===== src/rtl/adder_4b.sv =====
// Registered 4-bit adder with carry-in/out and one-cycle latency.
// Define ADDER_4B_OVF_EN to add the registered signed-overflow output Ov.
module adder_4b (
   input  logic       clk,
   input  logic       rst_n,
   input  logic [3:0] A,
   input  logic [3:0] B,
   input  logic       Ci,
   output logic [3:0] S,
   output logic       Co,
   input  logic       in_valid,
   output logic       out_valid
`ifdef ADDER_4B_OVF_EN
   ,
   output logic       Ov
`endif
);

   logic [4:0] sum_next;

   assign sum_next = {1'b0, A} + {1'b0, B} + {4'b0, Ci};

   // Operands are only looked at when qualified, so X/Z on idle
   // cycles never reaches the result registers.
   always_ff @(posedge clk) begin
      if (!rst_n) begin
         S         <= 4'd0;
         Co        <= 1'b0;
         out_valid <= 1'b0;
      end else begin
         out_valid <= in_valid;
         if (in_valid) begin
            S  <= sum_next[3:0];
            Co <= sum_next[4];
         end
      end
   end

`ifdef ADDER_4B_OVF_EN
   logic ov_next;

   // Like-signed operands whose result sign differs overflowed.
   assign ov_next = (A[3] == B[3]) && (sum_next[3] != A[3]);

   always_ff @(posedge clk) begin
      if (!rst_n) begin
         Ov <= 1'b0;
      end else if (in_valid) begin
         Ov <= ov_next;
      end
   end
`endif

endmodule


===== config.mk =====
export PLATFORM = sky130hd
export DESIGN_NAME = adder_4b
export DESIGN_NICKNAME = d
export VERILOG_FILES = /design/src/rtl/adder_4b.sv
export SDC_FILE = /design/constraint.sdc
export NUM_CORES = 1
export LEC_CHECK = 0
export ABC_AREA = 1
export CAP_MARGIN = 20
export CORE_AREA = 10 10 47 49
export DETAILED_ROUTE_END_ITERATION = 7
export DIE_AREA = 0 0 57 59
export PLACE_DENSITY = 0.66
export SKIP_LAST_GASP = 1
export SLEW_MARGIN = 15
export SYNTH_ARGS = -nofsm -noshare
export SYNTH_HDL_FRONTEND = slang
export SYNTH_SLANG_ARGS = --single-unit

===== constraint.sdc =====
create_clock -name clk -period 2.2 [get_ports clk]
set_clock_uncertainty 0.1 [all_clocks]
set_input_delay 0.22 -clock clk [delete_from_list [all_inputs] [get_ports clk]]
set_output_delay 0.22 -clock clk [all_outputs]
set_load 0.05 [all_outputs]

# --- Word-level counts from Yosys, hierarchy flattened ---
# Cells that the tools add are included.
word_totals:
  ff_bits: 6
  out_inout_bits: 6
  wordCells: 5
op_classes:
  n_addsub: 2
op_table:
  columns: ["operator", "n"]
  rows:
  - ["adder 4 x 4 -> 5 bit", 1]
  - ["adder 5 x 1 -> 5 bit", 1]

# --- Logic depth before layout (Yosys ltp) ---
depth:
  depth_word: 2
  ltp_mapped: 7
  mapped_depth_nobuf: 7

# --- Worst setup path before layout ---
# Ideal clock, no wire load.
synth_path:
  path_kind: "input to register"
  start: "input port A[0]"
  end: "register S[1]"
  setup_ns: 0.070
  arrival_ns: 1.255
  t_required_ns: 2.030
  slack_ns: 0.775
  path_stages: 4
  path_buffers: 0
  path_cell_list: "fa_1 inv_1 fa_1 a21oi_1"
synth_between:
  elab_chain_len: 2
synth_lines:
  columns: ["item", "line_no", "rtl"]
  rows:
  - ["start: declaration", "6", "input logic [3:0] A,"]
  - ["adder 4 x 4 -> 5 bit", "21", "assign sum_next = {1'b0, A} + {1'b0, B} + {4'b0, Ci};"]
  - ["adder 5 x 1 -> 5 bit", "21", null]
  - ["end signal: assignment", "33", "S <= sum_next[3:0];"]
  - ["end: declaration", "9", "output logic [3:0] S,"]
# No other way between the ends.
# A chain may end at the register's enable or synchronous reset.

# --- Final worst setup path ---
layout_path:
  start: "register S[0]"
  end: "output port S[0]"
# No word-level cell between the ends.

==> summary.md <==
| Metric | Value |
|---|---|
| Max-cap violations | `0` |
| CP max FO | `2` |
| Core Region | `0.00140 mm^2` |
| Clock root buffer | `clkbuf_4` |
| I/O pins | `18` |
| CTS clk-pin slew, worst paths | `40 ps` |
| Slew headroom | `0.664` |
| Tmin final | `1700 ps` |
| Cell area after synthesis | `365 um^2` |
| H-tree Lvls | `1` |
| Internal | `0.000234 W` |
| Hold depth | `2` |
| Reg2Reg Setup Slack | `1460 ps` |
| R2R depth | `4` |
| Fmax | `589 MHz` |
| WP data arrival | `1380 ps` |
| Switching Share | `0.319` |
| Final HPWL DP | `778 um` |
| Dominant cell type by area after synthesis | `dfxtp_1` |
| Critical path class | `reg -> out` |
| CP startpoint kind | `register` |
| WP buf/inv | `1` |
| Largest stage delay, worst path | `810 ps` |
| Power share of the sequential group | `0.357` |
| Initial Util | `0.261` |
| Setup TNS | `0 ps` |
| Area contributors post-synth | `dfxtp_1 33%, fa_1 11%, ha_1 10%` |
| Fin. max-slew vios | `0` |
| Initial antenna violation count | `0` |
| Worst Hold Class | `reg -> reg` |
| Pwr dens | `599 mW/mm^2` |
| Fin. Hold Viols | `0` |
| Yosys synthesis warning count | `0` |
| WL/cell | `10.3 um` |
| First-pass GRT wire length | `1630 um` |
| Req. time, crit path | `1880 ps` |
| Comb power frac | `0.360` |
| GRT Total Usage | `0.0603` |
| Detailed Route Iter0 Violations | `9` |
| RSZ-0062 raised after global routing | `no` |
| Num rows | `14` |
| Clock buffer count from CTS | `3` |
| CP max-delay cell | `clkdlybuf4s50_1` |
| FF-to-FF Start | `S[2]$_SDFFE_PN0P_` |
| Commonest non-fill, non-tap cell in the layout | `clkdlybuf4s50_1` |
| Ant. Diodes | `0` |
| Die Area | `0.00336 mm^2` |
| Tightest Pin Transition | `502 ps` |
| Hold Path Origin | `S[0]$_SDFFE_PN0P_` |
| Routability cong. | `0.765` |
| Routed vias/inst | `4.28` |
| Buffers on Ports | `17` |
| Post-layout util | `0.409` |
| Worst hold path endpoint | `S[0]$_SDFFE_PN0P_` |
| Share of layout cells above drive strength 1 | `0.0725` |
| Synth top area share | `0.329` |
| Grt ovf | `0` |
| Via count | `364` |
| Dpl cells | `82` |
| Maximum vdd drop | `0.195 mV` |
| DRC viols | `0` |
| Psw | `0.000109 W` |
| CTS resizes | `0` |
| Fin crit share | `0.772` |
| Die Span Y | `59 um` |
| Unique cell type count in the Yosys netlist | `13` |
| DRT Wirelength | `872 um` |
| First drt pass iteration count | `4` |
| Setup-failing EPs final | `0` |
| CTS tree | `yes` |
| Worst skew pair latency | `240 ps` |
| Flops & latches, synth | `6` |
| Status | `completed` |
| Synthesized area per cell | `7.31 um^2` |
| CTS Hold Bufs | `0` |
| Commonest cells after routing, fill and taps aside | `17 x clkdlybuf4s50_1, 9 x inv_1, 8 x nor2_1` |
| CP Cell Sequence | `clkdlybuf4s50_1` |
| Largest net degree at the start of global routing | `10` |
| Setup Buffers After CTS | `0` |
| Area delta synth->final | `56.8%` |
| Clock Power Share | `0.283` |
| Mapped Nets | `67` |
| Vias in the first global route | `398` |
| Clock Sink Count | `6` |
| Post-route insts no fill | `85` |
| CP endpoint kind | `primary output` |
| Die X | `57 um` |
| Synthesized instance count | `50` |
| Post-DRT Antenna Nets | `0` |
| Nets | `88` |
| Post-synthesis sequential area ratio | `0.329` |
| Bufs on Longest Clock Path | `2` |
| CP top delay family | `buffers and inverters` |
| Static leakage | `0.278 nW` |
| End of the worst register-to-register path | `S[2]$_SDFFE_PN0P_` |
==> layer usage <==
layer / global-route usage / vias up / part of all wire
met1: 0.0624 / 154 / 0.42
li1: - / 192 / -
met4: 0.0604 / 0 / 0
met3: 0.0322 / 0 / 0.13
met5: 0 / - / 0
met2: 0.0837 / 18 / 0.45
==> stage by stage <==
stage	power, W	hold slack, ps	cell area [um^2]	setup slack (ps)
2_1_floorplan	0.000201	218	365	775
3_5_place_dp	0.000249	398	551	257
5_1_grt	0.000370	448	573	408
4_1_cts	0.000348	412	573	488
3_3_place_gp	0.000248	370	551	292
6_report	0.000343	404	573	501
==> kinds of logic after synthesis <==
family,share of synthesized area
AND/OR/NAND/NOR,0.199
AO/OA/AOI/OAI,0.110
XOR/XNOR,0.0240
buffers and inverters,0.127
flip-flops,0.329
adder cells (fa/ha/maj),0.212
==> cells in the mapped netlist (all sizes together) <==
master	number
inv	11
a21oi	3
nand3	4
nor2	8
dfxtp	6
fa	2
buf	1
o21ai	5
xnor2	1
nand2	6
ha	3
==> sequential cells by signal, indices dropped and copies added (netlist names) <==
signal,flops
Co,1
out_valid,1
S,4
==> power by group through the flow <==
| stage | sequential [W] | clock, W | combinational, W |
|---|---|---|---|
| 3_5_place_dp | 0.000125 | 0 | 0.000125 |
| 4_1_cts | 0.000123 | 0.000100 | 0.000125 |
| 6_report | 0.000123 | 0.0000971 | 0.000124 |
| 5_1_grt | 0.000124 | 0.000108 | 0.000138 |
| 2_1_floorplan | 0.000157 | 0 | 0.0000440 |
| 3_3_place_gp | 0.000124 | 0 | 0.000123 |
==> area by class of cell <==
type | count | area, um^2
sequential | 6 | 120
fill | 163 | 828
clock buffer | 3 | 22.5
tap | 16 | 20.0
timing repair buffer | 17 | 170
multi-input combinational | 32 | 199
inverter | 11 | 41.3
==> worst max path at each step <==
stage                            from           endpoint  depth (start not counted)
floorplan                        A[0]  S[1]$_SDFFE_PN0P_                          4
global placement                 A[0]  S[1]$_SDFFE_PN0P_                          5
detailed placement               A[0]  S[1]$_SDFFE_PN0P_                          5
CTS                 S[0]$_SDFFE_PN0P_               S[0]                          1
global route                     A[0]  S[1]$_SDFFE_PN0P_                          5
finish              S[0]$_SDFFE_PN0P_               S[0]                          1
Power figures use the tool's default switching activity.
